===== src/rtl/control_pipe.sv =====
// control_pipe: registered instruction decoder with valid/ready handshake.
// Decodes one instruction per cycle into a registered control bundle and
// sequences multi-cycle mul/div, halt/resume and error trapping.
module control_pipe #(
    parameter int INSTR_W       = 16,
    parameter int MULDIV_CYCLES = 4,
    parameter bit ERR_HALTS     = 1'b1
) (
    input  logic               clk,
    input  logic               rst,
    input  logic [INSTR_W-1:0] instr,
    input  logic               instr_valid,
    output logic               instr_ready,
    input  logic               flush,
    input  logic               resume,
    output logic               ctrl_valid,
    output logic               w2_addr_src,
    output logic               w2_en,
    output logic               write_back,
    output logic               mem_to_reg,
    output logic               alu_src,
    output logic               alu_op,
    output logic               alu_op2_src,
    output logic               memory_read,
    output logic               memory_write,
    output logic               byte_select,
    output logic               jump,
    output logic               branch,
    output logic               busy,
    output logic               lock,
    output logic               err
);

    localparam int CNT_W = (MULDIV_CYCLES > 1) ? $clog2(MULDIV_CYCLES) : 1;
    localparam logic [CNT_W-1:0] CNT_LOAD = CNT_W'(MULDIV_CYCLES - 1);

    localparam logic [11:0] W2A  = 12'h800;
    localparam logic [11:0] W2E  = 12'h400;
    localparam logic [11:0] WB   = 12'h200;
    localparam logic [11:0] M2R  = 12'h100;
    localparam logic [11:0] ASRC = 12'h080;
    localparam logic [11:0] AOP  = 12'h040;
    localparam logic [11:0] AOP2 = 12'h020;
    localparam logic [11:0] MRD  = 12'h010;
    localparam logic [11:0] MWR  = 12'h008;
    localparam logic [11:0] BSEL = 12'h004;
    localparam logic [11:0] JMP  = 12'h002;
    localparam logic [11:0] BR   = 12'h001;

    typedef enum logic [1:0] {RUN, MULTI, HALT, ERROR} state_e;

    state_e           state_q;
    logic [CNT_W-1:0] count_q;
    logic             ctrlValid_q;
    logic             busy_q;
    logic             lock_q;
    logic             err_q;
    logic [11:0]      bundle_q;

    logic [3:0]       opcode;
    logic [3:0]       func;
    logic [11:0]      decBundle;
    logic             decMulDiv;
    logic             decHalt;
    logic             decBad;
    logic             accept;
    logic             unusedMidBits;

    assign opcode        = instr[INSTR_W-1 -: 4];
    assign func          = instr[3:0];
    assign unusedMidBits = ^instr[INSTR_W-5:4];

    assign instr_ready = (state_q == RUN) && !rst;
    assign accept      = instr_valid && instr_ready && !flush;

    // Combinational opcode/function decode into the bundle that gets registered on accept.
    always_comb begin
        decBundle = '0;
        decMulDiv = 1'b0;
        decHalt   = 1'b0;
        decBad    = 1'b0;
        casez (opcode)
            4'b1111: begin
                decBundle = WB | AOP;
                if (func[3:1] == 3'b010) begin
                    decBundle = WB | AOP | W2A | W2E;
                    decMulDiv = 1'b1;
                end else if (func == 4'b1000) begin
                    decBundle = WB | AOP | W2A | W2E;
                end
            end
            4'b100?: decBundle = WB | ASRC | AOP;
            4'b1010: decBundle = WB | M2R | ASRC | AOP | MRD | BSEL;
            4'b1011: decBundle = ASRC | AOP | MWR | BSEL;
            4'b1100: decBundle = WB | M2R | ASRC | AOP | MRD;
            4'b1101: decBundle = ASRC | AOP | MWR;
            4'b010?: decBundle = AOP2 | AOP | BR;
            4'b0110: decBundle = AOP2 | AOP | BR;
            4'b0001: decBundle = JMP;
            4'b0000: decHalt   = 1'b1;
            default: decBad    = 1'b1;
        endcase
    end

    // Sequencer: issues the registered bundle and walks RUN/MULTI/HALT/ERROR with registered status outputs.
    always_ff @(posedge clk) begin
        if (rst) begin
            state_q     <= RUN;
            count_q     <= '0;
            ctrlValid_q <= 1'b0;
            bundle_q    <= '0;
            busy_q      <= 1'b0;
            lock_q      <= 1'b0;
            err_q       <= 1'b0;
        end else begin
            ctrlValid_q <= 1'b0;
            bundle_q    <= '0;
            err_q       <= (state_q == ERROR);
            case (state_q)
                RUN: begin
                    if (accept) begin
                        if (decBad) begin
                            err_q <= 1'b1;
                            if (ERR_HALTS) begin
                                state_q <= ERROR;
                                lock_q  <= 1'b1;
                            end else begin
                                ctrlValid_q <= 1'b1;
                            end
                        end else begin
                            ctrlValid_q <= 1'b1;
                            bundle_q    <= decBundle;
                            if (decHalt) begin
                                state_q <= HALT;
                                lock_q  <= 1'b1;
                            end else if (decMulDiv && (MULDIV_CYCLES > 1)) begin
                                state_q <= MULTI;
                                busy_q  <= 1'b1;
                                count_q <= CNT_LOAD;
                            end
                        end
                    end
                end
                MULTI: begin
                    if (flush) begin
                        state_q <= RUN;
                        busy_q  <= 1'b0;
                        count_q <= '0;
                    end else begin
                        count_q <= count_q - CNT_W'(1);
                        if (count_q == CNT_W'(1)) begin
                            state_q <= RUN;
                            busy_q  <= 1'b0;
                        end
                    end
                end
                HALT: begin
                    if (resume) begin
                        state_q <= RUN;
                        lock_q  <= 1'b0;
                    end
                end
                default: begin
                    state_q <= ERROR;
                end
            endcase
        end
    end

    assign ctrl_valid   = ctrlValid_q;
    assign w2_addr_src  = bundle_q[11];
    assign w2_en        = bundle_q[10];
    assign write_back   = bundle_q[9];
    assign mem_to_reg   = bundle_q[8];
    assign alu_src      = bundle_q[7];
    assign alu_op       = bundle_q[6];
    assign alu_op2_src  = bundle_q[5];
    assign memory_read  = bundle_q[4];
    assign memory_write = bundle_q[3];
    assign byte_select  = bundle_q[2];
    assign jump         = bundle_q[1];
    assign branch       = bundle_q[0];
    assign busy         = busy_q;
    assign lock         = lock_q;
    assign err          = err_q;

endmodule

===== config.mk =====
export PLATFORM = sky130hd
export DESIGN_NAME = control_pipe
export DESIGN_NICKNAME = d
export VERILOG_FILES = /design/src/rtl/control_pipe.sv
export SDC_FILE = /design/constraint.sdc
export NUM_CORES = 1
export LEC_CHECK = 0
export ABC_AREA = 1
export CAP_MARGIN = 20
export CORE_MARGIN = 2
export CORE_UTILIZATION = 43
export CTS_BUF_LIST = sky130_fd_sc_hd__clkbuf_2
export CTS_CLUSTER_DIAMETER = 120
export DETAILED_ROUTE_END_ITERATION = 8
export HOLD_SLACK_MARGIN = 0.03
export PLACE_DENSITY = 0.79
export SLEW_MARGIN = 20
export SYNTH_ARGS = -nofsm -noshare
export SYNTH_HDL_FRONTEND = slang
export SYNTH_SLANG_ARGS = --single-unit

===== constraint.sdc =====
create_clock -name clk -period 1.7 [get_ports clk]
set_input_delay 0.425 -clock clk [delete_from_list [all_inputs] [get_ports clk]]
set_output_delay 0.425 -clock clk [all_outputs]
set_load 0.01 [all_outputs]

* Yosys cells after proc, flatten, opt, wreduce, memory -nomap -nowiden
Index checks and enable logic that the tools add are counted.
** Word-level totals
- Bits of input ports :: 21
- Register bits after elaboration :: 20
- Logic and storage cells :: 87
- Output and inout bits :: 17
** Cells by class
- Equal/unequal tests :: 23
- Reductions and logical operators :: 17
- Bitwise logic cells :: 3
- Mux-type cells :: 36
- Add/sub/neg operators :: 1
** Operators by type and width (number)
- $pmux W12 S8 :: 1
- $eq A4 B4 Y1 const B :: 6
- $mux W12 :: 2
- $mux W2 :: 12
- $mux W1 :: 17
- $ne A2 B2 Y1 const B :: 5
- $reduce_or A10 Y1 :: 1
- $reduce_and A4 Y1 :: 2
- $eq A3 B2 Y1 const B :: 2
- $ne A3 B3 Y1 const B :: 2
- $pmux W2 S3 :: 1
- $reduce_and A6 Y1 :: 1
- $reduce_and A5 Y1 :: 1
- $eq A2 B1 Y1 const B :: 2
- $eq A2 B2 Y1 const B :: 2
- $eq A4 B1 Y1 const B :: 1
- $eq A4 B3 Y1 const B :: 1
- $logic_not A4 Y1 :: 1
- $ne A4 B4 Y1 const B :: 1
- $pmux W1 S2 :: 2
- $pmux W2 S2 :: 1
- $reduce_bool A2 Y1 :: 2
- $reduce_or A4 Y1 :: 1
- $eq A3 B3 Y1 const B :: 1
- 7 further kinds :: 12

* Logic depth before layout (Yosys ltp)
- Depth in word-level cells :: 8
- Depth in mapped cells :: 9
- Mapped depth without buffers :: 9

* Worst setup path after synthesis
OpenSTA, ideal clock, no wires.
- Path type :: flip-flop to flip-flop
- Start point :: register state_q[0]
- End point :: register busy_q, in the netlist busy
- Data arrival time :: 1194 ps
- Data required time :: 1584 ps
- Slack :: 391 ps
- Buffers on the path :: 0
- Cell stages (with the launch flop) :: 8
- Library setup time :: 116 ps
- Path through :: dfxtp_1 > inv_1 > ha_1 > or2_2 > nand2_2 > nand2_1 > nand2_1 > a21oi_1
** Between the ends
- Word-level cells in the longest chain between the ends :: 6
** Ends and longest elaborated chain
- from (decl) :: line 52 : state_e state_q;
- from (signal assigned) :: line 108 : state_q <= RUN;
- from (signal assigned) :: line 125 : state_q <= ERROR;
- from (signal assigned) :: line 134 : state_q <= HALT;
- $logic_not A2 Y1 :: line 73, 119
- $logic_and A1 B1 Y1 :: line 73 : assign instr_ready = (state_q == RUN) && !rst;
- $logic_and A1 B1 Y1 (2 in a row) :: line 74 : assign accept = instr_valid && instr_ready && !flush;
- $ne A2 B2 Y1 (no line)
- $reduce_and A6 Y1 (no line)
- to (signal assigned) :: line 112 : busy_q <= 1'b0;
- to (signal assigned) :: line 138 : busy_q <= 1'b1;
- to (signal assigned) :: line 147 : busy_q <= 1'b0;
- to (decl) :: line 55 : logic busy_q;
Parallel ways exist; a longest one is shown, timed or not.
A chain may end at the register's enable or synchronous reset.

==> out/metrics.csv <==
stage,metric,value,unit
critical_path,end_kind,output port,
detailed_routing,ant_nets,0,
place,gp_congestion,0.948,
yosys,synthAdderAreaFrac,0.0697,
critical_path,r2r_slack,0.23,ns
detailed_routing,drc,0,
sta,hold_viol_final,0,
global_route,busiest_layer,met2,
yosys,synth-main-ff-cell,dfxtp_1,
worst_hold_path,hold_start,busy,
critical_path,critPathBufInv,1,
global_route,grt_pass1_wl,3.22,mm
clock_network,cts.sinks,17,
global_route,grt_util_met3,0.0242,
final_layout,final_net_count,197,
detailed_routing,viasPerCell,4.73,
critical_path,crit_path_start_kind,flop,
yosys,synthXorXnorAreaFrac,0,
yosys,ys_warn_count,0,
yosys,yosysMostFrequentCell,nand2_1,
clock_network,clkLatencyLatePin,0.29,ns
global_route,grt_max_degree,11,
yosys,synth.area.top_cells,"dfxtp_1 (38%), nand2_1 (11%), inv_1 (8.8%)",
final_layout,final_cell_count_no_fill,197,
yosys,async_flop_share,0,
clock_network,ctsHtreeMaxLevel,1,
yosys,avgSynthCellArea,7.01,um2
detailed_routing,first_pass_iters,4,
die,fp-row-count,16,
sta,maxSlewHeadroom,0.783,
place,io_buffers,29,
global_route,grt_use_met1,0.174,
critical_path,cp.arrival,1.19,ns
critical_path,reg2regPathDepth,9,
final_layout,final_core_util,0.667,
power,peakVddDrop,943,uV
detailed_routing,vias,932,
sta,worst_slew_pin_slew,0.324,ns
worst_hold_path,min_path_cells,2,
worst_hold_path,hp-class,reg2reg,
clock_network,cts_setup_buffers,0,
sta,holdWs,0.473,ns
yosys,synth_top_family_by_area,simple AND/OR/NAND/NOR gates,
sta,finalSetupViolCount,0,
yosys,synth_seq_cells,17,
critical_path,timing.rr.end,count_q[0],
yosys,synth_compound_area_frac,0.0921,
final_layout,fillers,193,
die,dieArea,2470,um2
sta,period_share,0.949,
yosys,syn_area,897,um2
yosys,synth_mux_area_frac,0,
critical_path,slowest_delay,0.54,ns
detailed_routing,avgRoutedWirePerCell,9.54,um
yosys,netlist_instances,128,
global_route,grt.total_usage,0.167,
global_route,antenna_found_initial,0,
global_route,grt.overflow.total,0,
yosys,synth_top_area_frac,0.379,
place,dpl.cell_count,193,
sta,rsz0062_at_grt,no,
global_route,gr-usage-met2,0.313,
final_layout,diodes,0,
critical_path,crit_family,buffers and inverters,
power,leakage,0.630,nW
detailed_routing,wirelength,1.88,mm
run_status,outcome,finished clean,
critical_path,r2r-start,state_q[1],
yosys,yosys.area_share.simple,0.342,
critical_path,worst-path-max-fanout,2,
die,core,1960,um2
sta,finalSetupTns,0,ns
clock_network,cts_made_buffers,3,
clock_network,cts_hold_buffers,0,
sta,timing.fmax,620,MHz
critical_path,cp.required,1.27,ns
die,top_level_ports,38,
clock_network,cts.root.buffer_cell,clkbuf_2,
die,start_util,0.457,
critical_path,crit_type,reg2out,
yosys,synth_nets,154,
critical_path,cpMaxStageDelayCell,clkdlybuf4s50_1,
yosys,ys_types,19,
worst_hold_path,worstHoldEndpoint,busy,
die,die_w,49.7,um
sta,fin_ws,0.0867,ns
sta,skew,0.00100,ns
detailed_routing,drt_iter0_markers,20,
place,dp_slack,-0.292,ns
die,die_h,49.7,um
critical_path,crit_chain,clkdlybuf4s50_1,
sta,period_needed,1.61,ns
global_route,first_global_vias,840,
yosys,synth-edff-count,0,
job,cap_violations,0,
clock_network,cts_tree,yes,
power,power_density,1080,nW/um2
place,place_hpwl,1.63,mm
final_layout,drive_above_1_share,0.212,
clock_network,clkTransAtPathRegs,0.16,ns
yosys,netlist_top_cells_count,"nand2_1 (27), inv_1 (21), nor2_1 (18), dfxtp_1 (17), a21oi_1 (6)",
final_layout,area_growth,45.9,%
sta,slew_viol_final,0,
yosys,yosysSeqAreaShare,0.379,
yosys,yosys.area.top_type,dfxtp_1,
clock_network,cts_max_path_buffers,2,
-- area by class of cell --
type	instances	area, um2	share of cell area
multi-input cells	86	454	0.347
clock inverters	1	5.00	0.00382
flip-flops and latches	17	343	0.262
repair buffers	41	375	0.287
inverters	22	82.6	0.0631
well taps	27	33.8	0.0258
clock buffers	3	15.0	0.0115
-- worst max path at each step --
stage	startpoint	endpoint	slack, ns	depth (start not counted)
2_1_floorplan	state_q[0]	busy	0.39	7
3_3_place_gp	rst	instr_ready	-0.27	5
3_5_place_dp	rst	instr_ready	-0.29	5
4_1_cts	lock	lock	0.07	1
5_1_grt	state_q[1]	instr_ready	0.005	5
6_report	bundle_q[10]	w2_addr_src	0.09	1
-- power by group --
| group | switching [mW] | internal [mW] | leakage, nW |
|---|---|---|---|
| logic | 0.394 | 0.341 | 0.476 |
| registers | 0.0388 | 0.465 | 0.138 |
| clock network | 0.125 | 0.0533 | 0.0164 |
| total | 0.558 | 0.859 | 0.630 |
-- flip-flops by register name, indices dropped and copies added (netlist names) --
| signal | cells |
|---|---|
| count_q | 2 |
| lock | 1 |
| err | 1 |
| state_q | 2 |
| busy | 1 |
| bundle_q | 9 |
| ctrl_valid | 1 |
-- cell usage in the layout, fill, tap and decap left out, drive strengths merged --
master         Yosys  final
clkinv             0      1
nand2             32     32
nor2              20     20
clkdlybuf4s50      0     28
o21ai              6      6
dfxtp             17     17
nor4               1      1
ha                 5      5
clkbuf             0      3
nor3               4      4
nand3              7      7
or2                2      2
buf                3     13
a21oi              6      6
inv               22     22
a31oi              3      3
-- stage by stage --
stage          total power, mW  instance area, um2
5_1_grt                   1.55                1310
6_report                  1.42                1310
4_1_cts                   1.43                1310
2_1_floorplan            0.950                 897
3_3_place_gp              1.22                1290
3_5_place_dp              1.25                1290
-- cells by family after synthesis --
group	after synthesis
buf+inv	25
fa+ha+maj	5
compound gates	15
flops	17
simple gates	66
-- timing repair --
item / 4_1_cts / 5_1_grt
endpoints found under the setup margin: 1 / 1
cloned: 0 / 0
endpoints found under the hold margin: 0 / 0
gates resized for setup: 7 / 1
pin swaps: 0 / 0
-- layer usage --
metal  wire, um  share of wire
met1        723           0.38
met2        980           0.52
met3        143          0.076
met4         32          0.017
met5          0              0
Power figures use the tool's default switching activity.
==> RTL change, RTL diff (same flow settings) <==
Change the parameter `ERR_HALTS` from 1'b1 to 1'b0.
--- a/src/rtl/control_pipe.sv
+++ b/src/rtl/control_pipe.sv
@@ -4,7 +4,7 @@
 module control_pipe #(
     parameter int INSTR_W       = 16,
     parameter int MULDIV_CYCLES = 4,
-    parameter bit ERR_HALTS     = 1'b1
+    parameter bit ERR_HALTS     = 1'b0
 ) (
     input  logic               clk,
     input  logic               rst,
Behaviour: not the same (a bounded check fails within 4 cycles, from zero or initial values and one cycle with rst high).
==> RTL change against the original RTL <==
Worst setup slack got worse by 0.0079 ns. Clock skew rose by 0.0085 ns. Area after synthesis down 2.0%. First-iteration DRC count is 30% lower. Critical path depth up 9. Routed wire length is 13% higher. Count of clock-buffer cells in the layout did not move. Non-clock buffer count rose by 2. Design area fell by 0.86%. Sequential cell count unchanged.
Power is not compared: it rests on default switching activity, and its combinational part moved more than twofold at a synthesized area within 25%.
==> RTL change: results (changes against the original RTL) <==
\begin{tabular}{lr}
\hline
Metric & Value \\
\hline
\multicolumn{2}{l}{\textbf{Worst setup path}} \\
Path type of the worst setup path & reg -> reg (was reg -> out) \\
Launch point of the worst reg-to-reg path & state\_q[0]\$\_SDFFE\_PP0P\_ (was state\_q[1]\$\_SDFFE\_PP0P\_) \\
Arrival time of data at the critical path endpoint & 1.82 ns (was 1.19 ns) \\
Flop2flop setup slack & 0.08 ns (was 0.23 ns) \\
Maximum net fanout on the critical path & 9 (was 2) \\
\multicolumn{2}{l}{\textbf{Logic synthesis}} \\
Top cells by area in the synthesized netlist & sky130\_fd\_sc\_hd\_\_dfxtp\_1 (39\%), sky130\_fd\_sc\_hd\_\_nor2\_1 (11\%), sky130\_fd\_sc\_hd\_\_nand2\_1 (10\%) (was sky130\_fd\_sc\_hd\_\_dfxtp\_1 (38\%), sky130\_fd\_sc\_hd\_\_nand2\_1 (11\%), sky130\_fd\_sc\_hd\_\_inv\_1 (8.8\%)) \\
Syn nets & 150 (was 154) \\
Mapped Cells & 124 (was 128) \\
Share of synthesized area occupied by flip-flops and latches & 38.7\% (was 37.9\%) \\
\multicolumn{2}{l}{\textbf{Detailed routing}} \\
Vias after detailed routing & 927 (was 932) \\
Routed wire per std cell & 10.9 µm (was 9.54 µm) \\
Post-DR vias/cell & 4.78 (was 4.73) \\
Starting DRC count in detailed routing & 14 (was 20) \\
\multicolumn{2}{l}{\textbf{Global route}} \\
Overall global routing resource usage & 18.7\% (was 16.7\%) \\
Number of global-route vias before repair & 889 (was 840) \\
Global-route wire length before repair & 3610 µm (was 3220 µm) \\
\multicolumn{2}{l}{\textbf{Timing}} \\
Post-Route Skew & 0.00955 ns (was 0.00100 ns) \\
Worst slew slack as a fraction of its limit & 77.5\% (was 78.3\%) \\
\multicolumn{2}{l}{\textbf{Outcome}} \\
Outcome & completed (unchanged) \\
\multicolumn{2}{l}{\textbf{Placed design}} \\
Final weighted congestion in routability-driven placement & 0.829 (was 0.948) \\
Count of placed standard cells including taps & 186 (was 193) \\
Half-perimeter wire length after detailed placement & 1610 µm (was 1630 µm) \\
\multicolumn{2}{l}{\textbf{Finish}} \\
Max reg flops & 9 (unchanged) \\
Fill cell count & 164 (was 193) \\
Share of final-layout standard cells stronger than drive strength 1 & 21.0\% (was 21.2\%) \\
\multicolumn{2}{l}{\textbf{Min path}} \\
Start point of the worst hold path & count\_q[1]\$\_SDFFE\_PP0P\_ (was busy\$\_SDFFE\_PP0P\_) \\
\multicolumn{2}{l}{\textbf{Power and ir drop}} \\
Reported leakage power & 0.585 nW \\
\multicolumn{2}{l}{\textbf{Clock network}} \\
Number of buffers on the longest clock path & 2 (unchanged) \\
\hline
\end{tabular}
RTL change: changes by cell type in the layout (fill, tap and decap cells not counted), sizes merged, moves of 2 or more:
cell and change:
a21oi +5, nand3 +2, o21ai -4, nor3 -4, nand2 -3, nor2 +9
a31oi -3, nand4 +2, or2 -2, inv -8
RTL change: per-stage QoR:
stage | worst slack (ns) | hold slack (ns)
2_1_floorplan | 0.378 | 0.433
3_3_place_gp | -0.330 | 0.445
3_5_place_dp | -0.325 | 0.456
4_1_cts | 0.00548 | 0.480
5_1_grt | 0.00789 | 0.500
6_report | 0.0789 | 0.479
RTL change: cells by family (layout without fill, tap and decap cells):
group | count (synthesis) | after routing | synth area share [%]
adders and majority gates | 5 | 5 | 7.11
AOI/OAI and AO/OA | 14 | 14 | 8.25
and+or+nand+nor | 70 | 70 | 36.6
DFF | 17 | 17 | 38.7
buffers and inverters | 18 | 61 | 9.39
RTL change: worst paths after layout:
check,endpoint
worst min-delay path,count_q[1]$_SDFFE_PP0P_
worst min register to register,count_q[1]$_SDFFE_PP0P_
worst max register to register,state_q[0]$_SDFFE_PP0P_
worst max-delay path,state_q[0]$_SDFFE_PP0P_
RTL change: metal layers:
metal	global-route usage (%)	vias up	wire, µm
met3	2.76	4	102
li1	-	477	-
met1	21.2	419	860
met5	0	-	0
met4	6.19	0	25
met2	35.1	27	1130
RTL change: where the power goes:
part           internal (mW)  total, mW  leakage [nW]  switching (mW)
Clock                 0.0534      0.179        0.0164           0.126
Sequential             0.405      0.407         0.138         0.00222
Combinational         0.0709      0.141         0.431          0.0704
Total                  0.529      0.728         0.585           0.198
RTL change: worst max-delay path, stage by stage, from the launching register on:
cell	delay (ns)
sky130_fd_sc_hd__dfxtp_2	0.35
sky130_fd_sc_hd__inv_1	0.10
sky130_fd_sc_hd__ha_2	0.19
sky130_fd_sc_hd__buf_4	0.16
sky130_fd_sc_hd__inv_1	0.07
sky130_fd_sc_hd__a21oi_1	0.29
sky130_fd_sc_hd__nand2_2	0.08
sky130_fd_sc_hd__nand3_2	0.11
sky130_fd_sc_hd__nand2_1	0.08
sky130_fd_sc_hd__nand2_1	0.07
sky130_fd_sc_hd__nor2_1	0.04
RTL change: repair_timing:
item,CTS,global route
gates resized for setup,5,2
buffers inserted,3,1
endpoints found under the setup margin,1,1
RTL change: final cells by class:
class	count	area, µm²	area share, %
Sequential cell	17	343	26.4
Multi-Input combinational cell	89	459	35.4
Clock buffer	3	15.0	1.16
Clock inverter	1	5.00	0.386
Timing Repair Buffer	43	389	30.0
Tap cell	27	33.8	2.60
Inverter	14	52.6	4.05
